**src/rtl/prefix_pipe_if.sv**
```systemverilog
// Operand and result handshake bundle for the pipelined Kogge-Stone prefix adder.
// The slave view belongs to the pipeline; the master view belongs to its upstream/downstream.
interface prefix_pipe_if #(
  parameter int WIDTH = 16
);
  logic [WIDTH-1:0] g_in;
  logic [WIDTH-1:0] a_in;
  logic [WIDTH-1:0] p_in;
  logic             cin;
  logic             in_valid;
  logic             in_ready;
  logic [WIDTH-1:0] sum;
  logic             cout;
  logic             out_valid;
  logic             out_ready;

  modport slave (
    input  g_in,
    input  a_in,
    input  p_in,
    input  cin,
    input  in_valid,
    output in_ready,
    output sum,
    output cout,
    output out_valid,
    input  out_ready
  );

  modport master (
    output g_in,
    output a_in,
    output p_in,
    output cin,
    output in_valid,
    input  in_ready,
    input  sum,
    input  cout,
    input  out_valid,
    output out_ready
  );
endinterface

```
**src/rtl/prefix_pipe.sv**
```systemverilog
// Pipelined Kogge-Stone carry network plus sum register: S0 input stage, one stage per
// prefix level, then the sum stage. Per-stage valid/ready lets bubbles collapse under stall.
module prefix_pipe #(
  parameter int WIDTH = 16,
  parameter int LOG2W = 4
) (
  input  logic         clk,
  input  logic         rst,
  prefix_pipe_if.slave bus
);

  if (WIDTH < 2 || (1 << LOG2W) != WIDTH) begin : g_paramCheck
    $error("prefix_pipe: WIDTH must be a power of two >= 2 and LOG2W must equal clog2(WIDTH)");
  end

  // Stage k = 0..LOG2W; alive bits are only kept where a later level still consumes them
  logic [LOG2W:0]              r_valid;
  logic [LOG2W:0][WIDTH-1:0]   r_g;
  logic [LOG2W-1:0][WIDTH-1:0] r_a;
  logic [LOG2W:0][WIDTH-1:0]   r_p;
  logic [LOG2W:0]              r_cin;
  logic [WIDTH-1:0]            r_sum;
  logic                        r_cout;
  logic                        r_outValid;

  wire                         w_readyOut;
  wire [LOG2W:0]               w_ready;
  wire [LOG2W:0]               w_validD;
  wire [LOG2W:0][WIDTH-1:0]    w_gD;
  wire [LOG2W-1:0][WIDTH-1:0]  w_aD;
  wire [LOG2W:0][WIDTH-1:0]    w_pD;
  wire [LOG2W:0]               w_cinD;
  wire [WIDTH-1:0]             w_g0;
  wire [WIDTH-1:0]             w_carry;

  assign w_readyOut     = bus.out_ready | ~r_outValid;
  assign w_ready[LOG2W] = ~r_valid[LOG2W] | w_readyOut;

  for (genvar k = 0; k < LOG2W; k++) begin : g_readyChain
    assign w_ready[k] = ~r_valid[k] | w_ready[k+1];
  end

  // Folding cin into bit 0's generate lets the prefix tree produce every carry directly
  assign w_g0 = {bus.g_in[WIDTH-1:1], bus.g_in[0] | (bus.a_in[0] & bus.cin)};

  assign w_validD[0] = w_ready[0] ? bus.in_valid : r_valid[0];
  assign w_gD[0]     = w_ready[0] ? w_g0         : r_g[0];
  assign w_aD[0]     = w_ready[0] ? bus.a_in     : r_a[0];
  assign w_pD[0]     = w_ready[0] ? bus.p_in     : r_p[0];
  assign w_cinD[0]   = w_ready[0] ? bus.cin      : r_cin[0];

  for (genvar l = 1; l <= LOG2W; l++) begin : g_level
    localparam int D = 1 << (l - 1);
    wire [WIDTH-1:0] w_gLvl;

    for (genvar i = 0; i < WIDTH; i++) begin : g_gen
      if (i >= D) begin : g_cell
        assign w_gLvl[i] = r_g[l-1][i] | (r_a[l-1][i] & r_g[l-1][i-D]);
      end else begin : g_pass
        assign w_gLvl[i] = r_g[l-1][i];
      end
    end

    // The last level's alive span has no consumer, so it is never formed
    if (l < LOG2W) begin : g_alive
      wire [WIDTH-1:0] w_aLvl;
      for (genvar i = 0; i < WIDTH; i++) begin : g_bit
        if (i >= D) begin : g_cell
          assign w_aLvl[i] = r_a[l-1][i] & r_a[l-1][i-D];
        end else begin : g_pass
          assign w_aLvl[i] = r_a[l-1][i];
        end
      end
      assign w_aD[l] = w_ready[l] ? w_aLvl : r_a[l];
    end

    assign w_validD[l] = w_ready[l] ? r_valid[l-1] : r_valid[l];
    assign w_gD[l]     = w_ready[l] ? w_gLvl       : r_g[l];
    assign w_pD[l]     = w_ready[l] ? r_p[l-1]     : r_p[l];
    assign w_cinD[l]   = w_ready[l] ? r_cin[l-1]   : r_cin[l];
  end

  assign w_carry = {r_g[LOG2W][WIDTH-2:0], r_cin[LOG2W]};

  // Bubbles advance the valid bit only, so sum/cout keep the last delivered result
  always_ff @(posedge clk) begin
    if (rst) begin
      r_valid    <= '0;
      r_g        <= '0;
      r_a        <= '0;
      r_p        <= '0;
      r_cin      <= '0;
      r_sum      <= '0;
      r_cout     <= 1'b0;
      r_outValid <= 1'b0;
    end else begin
      r_valid <= w_validD;
      r_g     <= w_gD;
      r_a     <= w_aD;
      r_p     <= w_pD;
      r_cin   <= w_cinD;
      if (w_readyOut) begin
        r_outValid <= r_valid[LOG2W];
        if (r_valid[LOG2W]) begin
          r_sum  <= r_p[LOG2W] ^ w_carry;
          r_cout <= r_g[LOG2W][WIDTH-1];
        end
      end
    end
  end

  assign bus.in_ready  = w_ready[0];
  assign bus.sum       = r_sum;
  assign bus.cout      = r_cout;
  assign bus.out_valid = r_outValid;

endmodule

```
**src/flat_wrapper.sv**
```systemverilog
// flat-port wrapper written by rule: the top's interface ports become plain ports
module prefix_pipe_flat 
#(
  parameter int WIDTH = 16,
  parameter int LOG2W = 4
)
  (clk, rst, bus_g_in, bus_a_in, bus_p_in, bus_cin, bus_in_valid, bus_in_ready, bus_sum, bus_cout, bus_out_valid, bus_out_ready);
  prefix_pipe_if #(.WIDTH(WIDTH)) bus_i ();
  input  logic clk;
  input  logic rst;
  input wire logic [$bits(bus_i.g_in)-1:0] bus_g_in;
  input wire logic [$bits(bus_i.a_in)-1:0] bus_a_in;
  input wire logic [$bits(bus_i.p_in)-1:0] bus_p_in;
  input wire logic [$bits(bus_i.cin)-1:0] bus_cin;
  input wire logic [$bits(bus_i.in_valid)-1:0] bus_in_valid;
  output wire logic [$bits(bus_i.in_ready)-1:0] bus_in_ready;
  output wire logic [$bits(bus_i.sum)-1:0] bus_sum;
  output wire logic [$bits(bus_i.cout)-1:0] bus_cout;
  output wire logic [$bits(bus_i.out_valid)-1:0] bus_out_valid;
  input wire logic [$bits(bus_i.out_ready)-1:0] bus_out_ready;
  assign bus_i.g_in = bus_g_in;
  assign bus_i.a_in = bus_a_in;
  assign bus_i.p_in = bus_p_in;
  assign bus_i.cin = bus_cin;
  assign bus_i.in_valid = bus_in_valid;
  assign bus_in_ready = bus_i.in_ready;
  assign bus_sum = bus_i.sum;
  assign bus_cout = bus_i.cout;
  assign bus_out_valid = bus_i.out_valid;
  assign bus_i.out_ready = bus_out_ready;
  prefix_pipe #(.WIDTH(WIDTH), .LOG2W(LOG2W)) u_core (.clk(clk), .rst(rst), .bus(bus_i));
endmodule
```
**config.mk**
```make
export PLATFORM = sky130hd
export DESIGN_NAME = prefix_pipe_flat
export DESIGN_NICKNAME = d
export VERILOG_FILES = /design/src/rtl/prefix_pipe_if.sv /design/src/rtl/prefix_pipe.sv /design/src/flat_wrapper.sv
export SDC_FILE = /design/constraint.sdc
export NUM_CORES = 1
export LEC_CHECK = 0
export BUFFER_PORTS_ARGS = -buffer_cell sky130_fd_sc_hd__buf_2
export CAP_MARGIN = 20
export CORE_ASPECT_RATIO = 1.4
export CORE_MARGIN = 1
export CORE_UTILIZATION = 55
export CTS_CLUSTER_DIAMETER = 200
export DETAILED_ROUTE_END_ITERATION = 6
export GPL_ROUTABILITY_DRIVEN = 0
export GPL_TIMING_DRIVEN = 0
export PLACE_DENSITY_LB_ADDON = 0.08
export SLEW_MARGIN = 20
export SYNTH_ARGS = -nofsm -noshare
export SYNTH_HDL_FRONTEND = slang
export SYNTH_SLANG_ARGS = --single-unit
```
**constraint.sdc**
```tcl
create_clock -name clk -period 1.7 [get_ports clk]
set_clock_uncertainty 0.05 [all_clocks]
set_input_delay 0.255 -clock clk [delete_from_list [all_inputs] [get_ports clk]]
set_output_delay 0.255 -clock clk [all_outputs]
set_load 0.005 [all_outputs]
```
==> results of run 1 <==
==> through the flow <==
step / setup slack (ns) / setup TNS [ns] / instance area [sq um] / utilization [%] / std cells
global placement: -0.274 / -29.75 / 9910 / 60.5 / 1274
CTS: -0.218 / -0.218 / 11200 / 68.4 / 1363
finish: -0.125 / -0.125 / 11300 / 68.7 / 1363
global route: -0.165 / -0.178 / 11300 / 68.7 / 1363
floorplan: 0.229 / 0 / 9310 / - / 1005
detailed placement: -0.301 / -31.54 / 9910 / 60.5 / 1274
==> cell usage in the layout (no fill, tap or decap), types with 2 or more instances in the layout <==
cell type | synthesis | final
a211oi_1 | 52 | 50
a211oi_2 | 0 | 2
a21oi_1 | 107 | 107
a221oi_1 | 14 | 14
buf_1 | 7 | 3
buf_2 | 16 | 76
buf_4 | 3 | 19
buf_6 | 2 | 4
bufinv_16 | 0 | 2
clkbuf_1 | 58 | 45
clkbuf_16 | 0 | 23
clkbuf_2 | 0 | 13
clkbuf_4 | 0 | 4
clkbuf_8 | 0 | 4
clkinv_2 | 0 | 4
dfxtp_1 | 237 | 234
dfxtp_2 | 0 | 3
dlygate4sd3_1 | 0 | 48
inv_1 | 4 | 4
mux2i_1 | 84 | 84
nand2_1 | 114 | 113
nand2b_1 | 132 | 132
nand3_1 | 24 | 24
nand4b_1 | 13 | 13
nor2_1 | 25 | 24
nor3_1 | 61 | 61
o211ai_1 | 14 | 14
o31ai_1 | 12 | 12
xnor2_1 | 16 | 16
==> flip-flops by register name, summed over array words and instances, names as in the netlist <==
| register | cells |
|---|---|
| u_core.bus.cout | 1 |
| u_core.r_cin | 5 |
| u_core.r_g | 65 |
| u_core.r_p | 80 |
| u_core.g_level.w_gLvl | 15 |
| u_core.bus.out_valid | 1 |
| u_core.r_a | 49 |
| u_core.bus.sum | 16 |
| u_core.r_valid | 5 |
==> cell type report <==
class / count / area (sq um) / share of cell area [%]
clock buffer: 32 / 649 / 5.77
multi-input combinational: 677 / 4200 / 37.3
clock inverter: 6 / 80.1 / 0.712
buffer: 79 / 393 / 3.49
sequential: 237 / 4750 / 42.2
inverter: 5 / 21.3 / 0.189
timing repair buffer: 128 / 912 / 8.10
tap: 199 / 249 / 2.21
==> what timing repair did <==
action,CTS,global route
hold buffers,48,0
endpoints found under the hold margin,48,0
pin swaps,2,3
setup endpoints to repair,173,164
buffers inserted,6,4
resized for setup,23,37
==> path summary, 6_finish.rpt <==
kind | start | slack (ns) | cells past startpoint | endpoint
setup / recovery | u_core.r_valid[3] | -0.13 | 4 | bus_in_ready
setup reg to reg | u_core.r_valid[3] | 0.07 | 7 | u_core.r_p[11]
hold / removal | bus_g_in[0] | 0.12 | 4 | u_core.g_level[1].w_gLvl[0]
hold reg to reg | u_core.r_p[50] | 0.40 | 2 | u_core.r_p[50]
==> kinds of logic after synthesis <==
family | after synthesis
compound gates | 201
xor+xnor | 16
buf+inv | 91
flops | 237
mux | 84
simple gates | 376
==> power by group <==
| part | switching [mW] | internal [mW] | total [mW] |
|---|---|---|---|
| Clock | 2.04 | 2.95 | 4.99 |
| Sequential | 0.116 | 5.71 | 5.83 |
| Combinational | 0.272 | 0.301 | 0.573 |
| Total | 2.43 | 8.97 | 11.4 |
==> worst max-delay path: stages (launching register included) <==
cell	delay, ns
dfxtp_2	0.34
and4b_2	0.30
and3_4	0.23
inv_4	0.05
buf_6	0.10
==> per-layer routing <==
metal  vias up  wire, um  GRT usage (%)
li1       3790         -              -
met1      3294      9140           30.6
met2       196     11200           47.3
met3        52       921           3.07
met4         0       833           11.7
met5         -         0              0
==> flow_summary.ini, run 1 <==
[flow_run]
max_cap_violations = 0

[detailed_routing]
ant_nets = 0
viasPerCell = 5.38
firstDrtPassIters = 7
vias = 7332
drt_iter0_drc = 310
wl_per_cell_um = 16.2
routed_wl_mm = 22.1
route.detailed.drc = 3

[worst_setup_path]
required_ns = 1.39
crit_fanout = 3
cp.arrival_ns = 1.52
critical_path_class = flip-flop to output port
crit_path_end_kind = output port
start_kind = flip-flop

[timing]
grt_setup_unrepaired = true
fin_crit_sh_pct = 107
fin_crit_ns = 1.83
worst_pin_slew_ns = 0.632
timing.hold.ws_ns = 0.124
max_freq_ghz = 0.548
setup_viol = 1
relSlewSlack_pct = 57.8
slew_viol_final = 0
finalHoldViolations = 0
finalWorstSetupSlack_ns = -0.125

[floorplanning]
pin_count = 72
start_util_pct = 56.8
fp.coreArea_sq_um = 16400
die_x_um = 112
die_area_sq_um = 17500
die_y_um = 156
rows = 55

[yosys]
synth_compound_area_share_pct = 13.5
synth_top_area_share_pct = 51.0
synth_seq_area_share_pct = 51.0
synth_seq_cells = 237
synth_simple_gate_area_share_pct = 20.8
synth-adder-area-share_pct = 0
yosysUniqueCellTypes = 29
synth-async-reset-ratio_pct = 0
yosys-top-cells-count = dfxtp_1 (237), nand2b_1 (132), nand2_1 (114)
synthTopCellsByArea = dfxtp_1 (51%), mux2i_1 (9.0%), nand2b_1 (8.9%)
syn_area_sq_um = 9310
ys.flop_type = dfxtp_1
yosysWarnings = 0
synth_most_common_cell = dfxtp_1
synth_largest_area_cell = dfxtp_1
synth_edf_count = 0
synth_top_family_by_area = simple AND/OR/NAND/NOR gates
synthMuxAreaShare_pct = 9.03
avgSynthCellArea_sq_um = 9.26
synth_cells = 1005
synth-xor-area-share_pct = 1.51
synth.net_count = 1058

[power_and_ir_drop]
p_total_mw = 11.4
p_leak_nw = 4.22
power-per-cell-area_nw_per_um2 = 1010
vdd_ir_drop_max_mv = 0.789

[final_layout]
area_growth_pct = 20.9
finalNetCount = 1204
drive_gt1_share_pct = 13.9
fillers = 1379
diodes = 0

[grt]
grt_max_degree = 15
track_usage_pct = 26.0
grt_overflow = 0
grt_pass1_vias = 7407
antenna_found_initial = 0
grt_pass1_wl_mm = 36.3

[min_path]
hp-class = input pin to flip-flop

[clock_network]
cts_tree = built
worstSkewPairLatency_ns = 0.51
clk_path_buf_depth = 3
clock_sinks = 237
h-tree-depth = 1
clk_transition_reported_paths_ns = 0.06
cts_buffers = 23
cts_root_buffer = clkbuf_16

[placement]
dpl.hpwl_mm = 15.9
port_buffers = 70

[run_status]
violations = DRC, setup timing
outcome = complete, but fails checks
Note: power is estimated with default switching activity, not from simulation.
==> run 2, diff against run 1 <==
--- a/config.mk
+++ b/config.mk
@@ -15,6 +15,7 @@
 export GPL_ROUTABILITY_DRIVEN = 0
 export GPL_TIMING_DRIVEN = 0
 export PLACE_DENSITY_LB_ADDON = 0.08
+export REMOVE_ABC_BUFFERS = 1
 export SLEW_MARGIN = 20
 export SYNTH_ARGS = -nofsm -noshare
 export SYNTH_HDL_FRONTEND = slang
==> run 2 against run 1 <==
Against the previous run: the flow still finishes with violations (DRC, setup timing); first-iteration DRC count grew 31%; die area unchanged; critical path depth is 2 higher; clock-buffer cell count unchanged; power is 0.69% lower; global-route usage is 1.6 points lower; sequential share of layout area shrank 0.79 points; design area increased by 2.1%; non-clock buffer count is 47 lower; setup slack lost 0.21 ns; flip-flop and latch count is the same; critical path type unchanged.
==> flow_summary.ini, run 2 (synthesis gave the netlist of run 1 again) <==
[final_layout]
fillers = 1300
finalNetCount = 1159
top_register = u_core.r_p
mostFrequentLayoutCells = dfxtp_1 (233), nand2b_1 (131), nand2_1 (112), a21oi_1 (106), mux2i_1 (83)
drive_gt1_share_pct = 14.8
final_common_cell = dfxtp_1
reg_top3 = u_core.r_p: 80 flops, u_core.r_g: 65 flops, u_core.r_a: 49 flops
diodes = 0
largest_reg_flops = 80
fin_area_sq_um = 11500
final_core_util_pct = 70.2
area_growth_pct = 23.4

[timing]
max_freq_ghz = 0.491
setup_viol = 28
fin_crit_ns = 2.04
worst_pin_slew_ns = 0.609
slew_viol_final = 0
relSlewSlack_pct = 59.3
fin_crit_sh_pct = 120
grt_setup_unrepaired = true
finalHoldViolations = 0
finalWorstSetupSlack_ns = -0.337

[grt]
track_usage_pct = 24.4
antenna_found_initial = 0
grt_pass1_vias = 6991
grt_max_degree = 131
grt_overflow = 0
grt_pass1_wl_mm = 34.6

[worst_setup_path]
startpoint = u_core.r_valid[3]
timing.rr.start = u_core.r_valid[3]
critical_path_class = flip-flop to output port
crit_fanout = 2
cp.arrival_ns = 1.73
start_kind = flip-flop
slowest_stage = dfxtp_2
cp_slowest_stage_delay_ns = 0.34
crit_chain = and4b_4, buf_16, and3_4, buf_12, inv_16, buf_6
crit_path_end_kind = output port
required_ns = 1.39

[clock_network]
cts_buffers = 23
h-tree-depth = 1
cts_root_buffer = clkbuf_16
clk_path_buf_depth = 3
clk_transition_reported_paths_ns = 0.06
clock_sinks = 237
worstSkewPairLatency_ns = 0.50
cts_tree = built

[power_and_ir_drop]
clockPowerShare_pct = 43.8
p_comb_share_pct = 4.8
power.switching_mw = 2.36
p_total_mw = 11.3
p_leak_nw = 4.29
swShare_pct = 20.8
vdd_ir_drop_max_mv = 0.867
p_seq_share_pct = 51.5
p_int_mw = 8.96
power-per-cell-area_nw_per_um2 = 985

[floorplanning]
die_area_sq_um = 17500
pin_count = 72
die_x_um = 112
die_y_um = 156
fp.coreArea_sq_um = 16400
start_util_pct = 56.8
rows = 55

[detailed_routing]
routed_wl_mm = 21.1
viasPerCell = 5.46
wl_per_cell_um = 16.0
drt_iter0_drc = 405
vias = 7199
route.detailed.drc = 3
firstDrtPassIters = 6
ant_nets = 0

[run_status]
outcome = complete, but fails checks
violations = DRC, setup timing

[min_path]
worstHoldStart = rst
hp-class = input pin to flip-flop

[placement]
pre_cts_ws_ns = -1.66
place_area_sq_um = 9810
port_buffers = 71
dpl.hpwl_mm = 11.8

[flow_run]
max_cap_violations = 0
## run 2: cell count changes in the layout (fill, tap and decap cells not counted), sizes merged
| cell | delta |
|---|---|
| buf | +6 |
| and4b | +1 |
| clkbuf | -55 |
| inv | +1 |
| bufbuf | +2 |
## run 2: power groups by stage
stage	Clock, mW	Combinational, mW	Sequential, mW
detailed placement	0	0.446	5.95
global placement	0	0.438	5.95
global route	5.28	0.603	5.84
floorplan	0	0.243	5.91
finish	4.95	0.542	5.82
CTS	5.05	0.541	5.82
## run 2: final timing paths
path	end	slack (ns)	depth (start not counted)
max	bus_in_ready	-0.34	6
min	u_core.r_valid[0]	0.05	2
max reg2reg	u_core.r_a[9]	-0.07	7
min reg2reg	u_core.r_p[48]	0.40	2
## run 2: per-stage QoR
| step | hold slack, ns | cells | TNS (ns) |
|---|---|---|---|
| floorplan | 0.274 | 919 | -424.59 |
| global placement | 0.391 | 1189 | -898.44 |
| detailed placement | 0.395 | 1202 | -194.54 |
| CTS | 0.0420 | 1314 | -0.794 |
| global route | 0.0648 | 1318 | -5.95 |
| finish | 0.0488 | 1318 | -1.17 |
## run 2: area by class of cell
type                    instances  area [sq um]  share of cell area [%]
repair buffers                160          1460                    12.7
flip-flops and latches        237          4760                    41.4
clock buffers                  32           649                    5.65
repair inverters                1          8.76                  0.0762
well taps                     199           249                    2.17
multi-input cells             678          4250                    37.0
inverters                       5          35.0                   0.305
clock inverters                 6          80.1                   0.697
## run 2: repair_timing
| action | CTS | global route |
|---|---|---|
| endpoints found under the hold margin | 48 | 0 |
| gates resized for setup | 24 | 12 |
| cloned | 5 | 2 |
| pin swaps | 6 | 6 |
| endpoints found under the setup margin | 236 | 137 |
| hold buffers | 48 | 0 |
| buffers inserted | 21 | 5 |
## run 2: worst max-delay path, delay by kind of cell, from the launching register on
| kind | cells | cell delay (ns) |
|---|---|---|
| buf+inv | 4 | 0.39 |
| flops | 1 | 0.34 |
| simple gates | 2 | 0.50 |
## run 2: routing by layer
layer	vias up	global-route usage, %	wire length (um)
li1	3685	-	-
met1	3351	28.6	8990
met2	125	45.3	10800
met3	38	2.60	602
met4	0	9.65	688
met5	-	0	0
==> run 3, diff against run 2 <==
--- a/config.mk
+++ b/config.mk
@@ -15,6 +15,7 @@
 export GPL_ROUTABILITY_DRIVEN = 0
 export GPL_TIMING_DRIVEN = 0
 export PLACE_DENSITY_LB_ADDON = 0.08
+export RECOVER_POWER = 25
 export REMOVE_ABC_BUFFERS = 1
 export SLEW_MARGIN = 20
 export SYNTH_ARGS = -nofsm -noshare
==> run 3 against run 2 <==
Against the previous run: first-iteration DRC count fell by 1.7%; non-clock buffer count unchanged; largest power group unchanged; global-route usage did not move; die area is the same; highest routed layer unchanged; critical endpoint unchanged; setup slack gained 0.00088 ns; the flow still finishes with violations (DRC, setup timing); sequential power barely moved; power about the same; critical path depth stayed put; cell count unchanged.
==> flow_summary.ini, run 3 (synthesis gave the netlist of run 1 again) <==
[worst_setup_path]
crit_buf_inv = 4
cp_slowest_stage_delay_ns = 0.34
cp_top_family = simple AND/OR/NAND/NOR gates
cp.arrival_ns = 1.73
start_kind = flip-flop
slowest_stage = dfxtp_2
crit_chain = and4b_4, buf_16, and3_4, buf_12, inv_16, buf_6
critical_path_class = flip-flop to output port
crit_path_end_kind = output port
required_ns = 1.39
crit_fanout = 2

[clock_network]
h-tree-depth = 1
cts_buffers = 23
clk_transition_reported_paths_ns = 0.06
cts_tree = built
worstSkewPairLatency_ns = 0.50
clock_sinks = 237
cts_root_buffer = clkbuf_16
clk_path_buf_depth = 3

[run_status]
outcome = complete, but fails checks
violations = DRC, setup timing

[final_layout]
area_growth_pct = 23.2
drive_gt1_share_pct = 14.4
final_common_cell = dfxtp_1
top_register = u_core.r_p
mostFrequentLayoutCells = dfxtp_1 (233), nand2b_1 (131), nand2_1 (112), a21oi_1 (106), mux2i_1 (83)
diodes = 0
finalNetCount = 1159
fin_cells = 1318
reg_top3 = u_core.r_p: 80 flops, u_core.r_g: 65 flops, u_core.r_a: 49 flops
largest_reg_flops = 80
final_core_util_pct = 70.0

[timing]
fin_crit_sh_pct = 120
max_freq_ghz = 0.491
finalWorstSetupSlack_ns = -0.336
fin_crit_ns = 2.04
worst_pin_slew_ns = 0.787
setup_viol = 29
finalHoldViolations = 0
grt_setup_unrepaired = true
relSlewSlack_pct = 47.6
slew_viol_final = 0

[power_and_ir_drop]
power-per-cell-area_nw_per_um2 = 986
power.switching_mw = 2.35
p_leak_nw = 4.26
swShare_pct = 20.8
p_comb_share_pct = 4.7
clockPowerShare_pct = 43.8
p_total_mw = 11.3
p_seq_share_pct = 51.5
vdd_ir_drop_max_mv = 0.866
p_int_mw = 8.96

[flow_run]
max_cap_violations = 0

[floorplanning]
pin_count = 72
rows = 55
die_y_um = 156
die_area_sq_um = 17500
fp.coreArea_sq_um = 16400
die_x_um = 112
start_util_pct = 56.8

[detailed_routing]
drt_iter0_drc = 398
firstDrtPassIters = 6
viasPerCell = 5.45
wl_per_cell_um = 16.0
route.detailed.drc = 3
routed_wl_mm = 21.1
vias = 7180
ant_nets = 0

[placement]
port_buffers = 71
pre_cts_ws_ns = -1.66
dpl.hpwl_mm = 11.8
dp_cells = 1202

[grt]
grt_pass1_vias = 6991
grt_overflow = 0
grt_pass1_wl_mm = 34.6
track_usage_pct = 24.4
antenna_found_initial = 0
grt_max_degree = 131

[min_path]
hp-class = input pin to flip-flop
[run 3: final timing paths]
check | from | end | slack [ns] | cells past startpoint
min | rst | u_core.r_valid[0] | 0.05 | 2
min reg2reg | u_core.r_p[48] | u_core.r_p[48] | 0.40 | 2
max | u_core.r_valid[3] | bus_in_ready | -0.34 | 6
max reg2reg | u_core.r_valid[3] | u_core.r_a[9] | -0.07 | 7
[run 3: worst register-to-register path, stage by stage (launching register included)]
cell       delay, ns
dfxtp_2         0.34
and4b_4         0.30
buf_16          0.12
and3_4          0.20
buf_12          0.14
buf_4           0.21
clkbuf_16       0.18
mux2i_1         0.17
[run 3: cell type report]
cell class / instances / area [sq um]
Timing Repair inverter: 1 / 8.76
Timing Repair Buffer: 160 / 1440
Sequential cell: 237 / 4760
Fill cell: 1307 / 4910
Tap cell: 199 / 249
Inverter: 5 / 35.0
Clock inverter: 6 / 80.1
Clock buffer: 32 / 649
Multi-Input combinational cell: 678 / 4250
[run 3: timing repair]
action,CTS,global route
endpoints found under the setup margin,236,137
hold endpoints to repair,48,0
gates resized for setup,24,12
buffers inserted,21,5
hold buffers,48,0
pin swaps,6,6
gates cloned,5,2
[run 3: power groups by stage]
stage / clock (mW) / combinational [mW] / sequential (mW)
detailed placement: 0 / 0.446 / 5.95
finish: 4.95 / 0.537 / 5.82
CTS: 5.05 / 0.541 / 5.82
global placement: 0 / 0.438 / 5.95
floorplan: 0 / 0.243 / 5.91
global route: 5.28 / 0.597 / 5.84
[run 3: stage by stage]
step | hold slack, ns | setup TNS [ns] | cell area, sq um
floorplan | 0.274 | -424.59 | 8940
global placement | 0.391 | -898.44 | 9550
detailed placement | 0.395 | -194.54 | 9810
CTS | 0.0420 | -0.794 | 11400
global route | 0.0648 | -6.81 | 11500
finish | 0.0487 | -1.21 | 11500
[run 3: per-layer routing]
| metal | wire length, um | part of all wire [%] | vias up | track usage [%] |
|---|---|---|---|---|
| met5 | 0 | 0 | - | 0 |
| met4 | 682 | 3.2 | 0 | 9.65 |
| met3 | 545 | 2.6 | 36 | 2.60 |
| met2 | 10800 | 51 | 110 | 45.3 |
| met1 | 9040 | 43 | 3350 | 28.6 |
| li1 | - | - | 3684 | - |
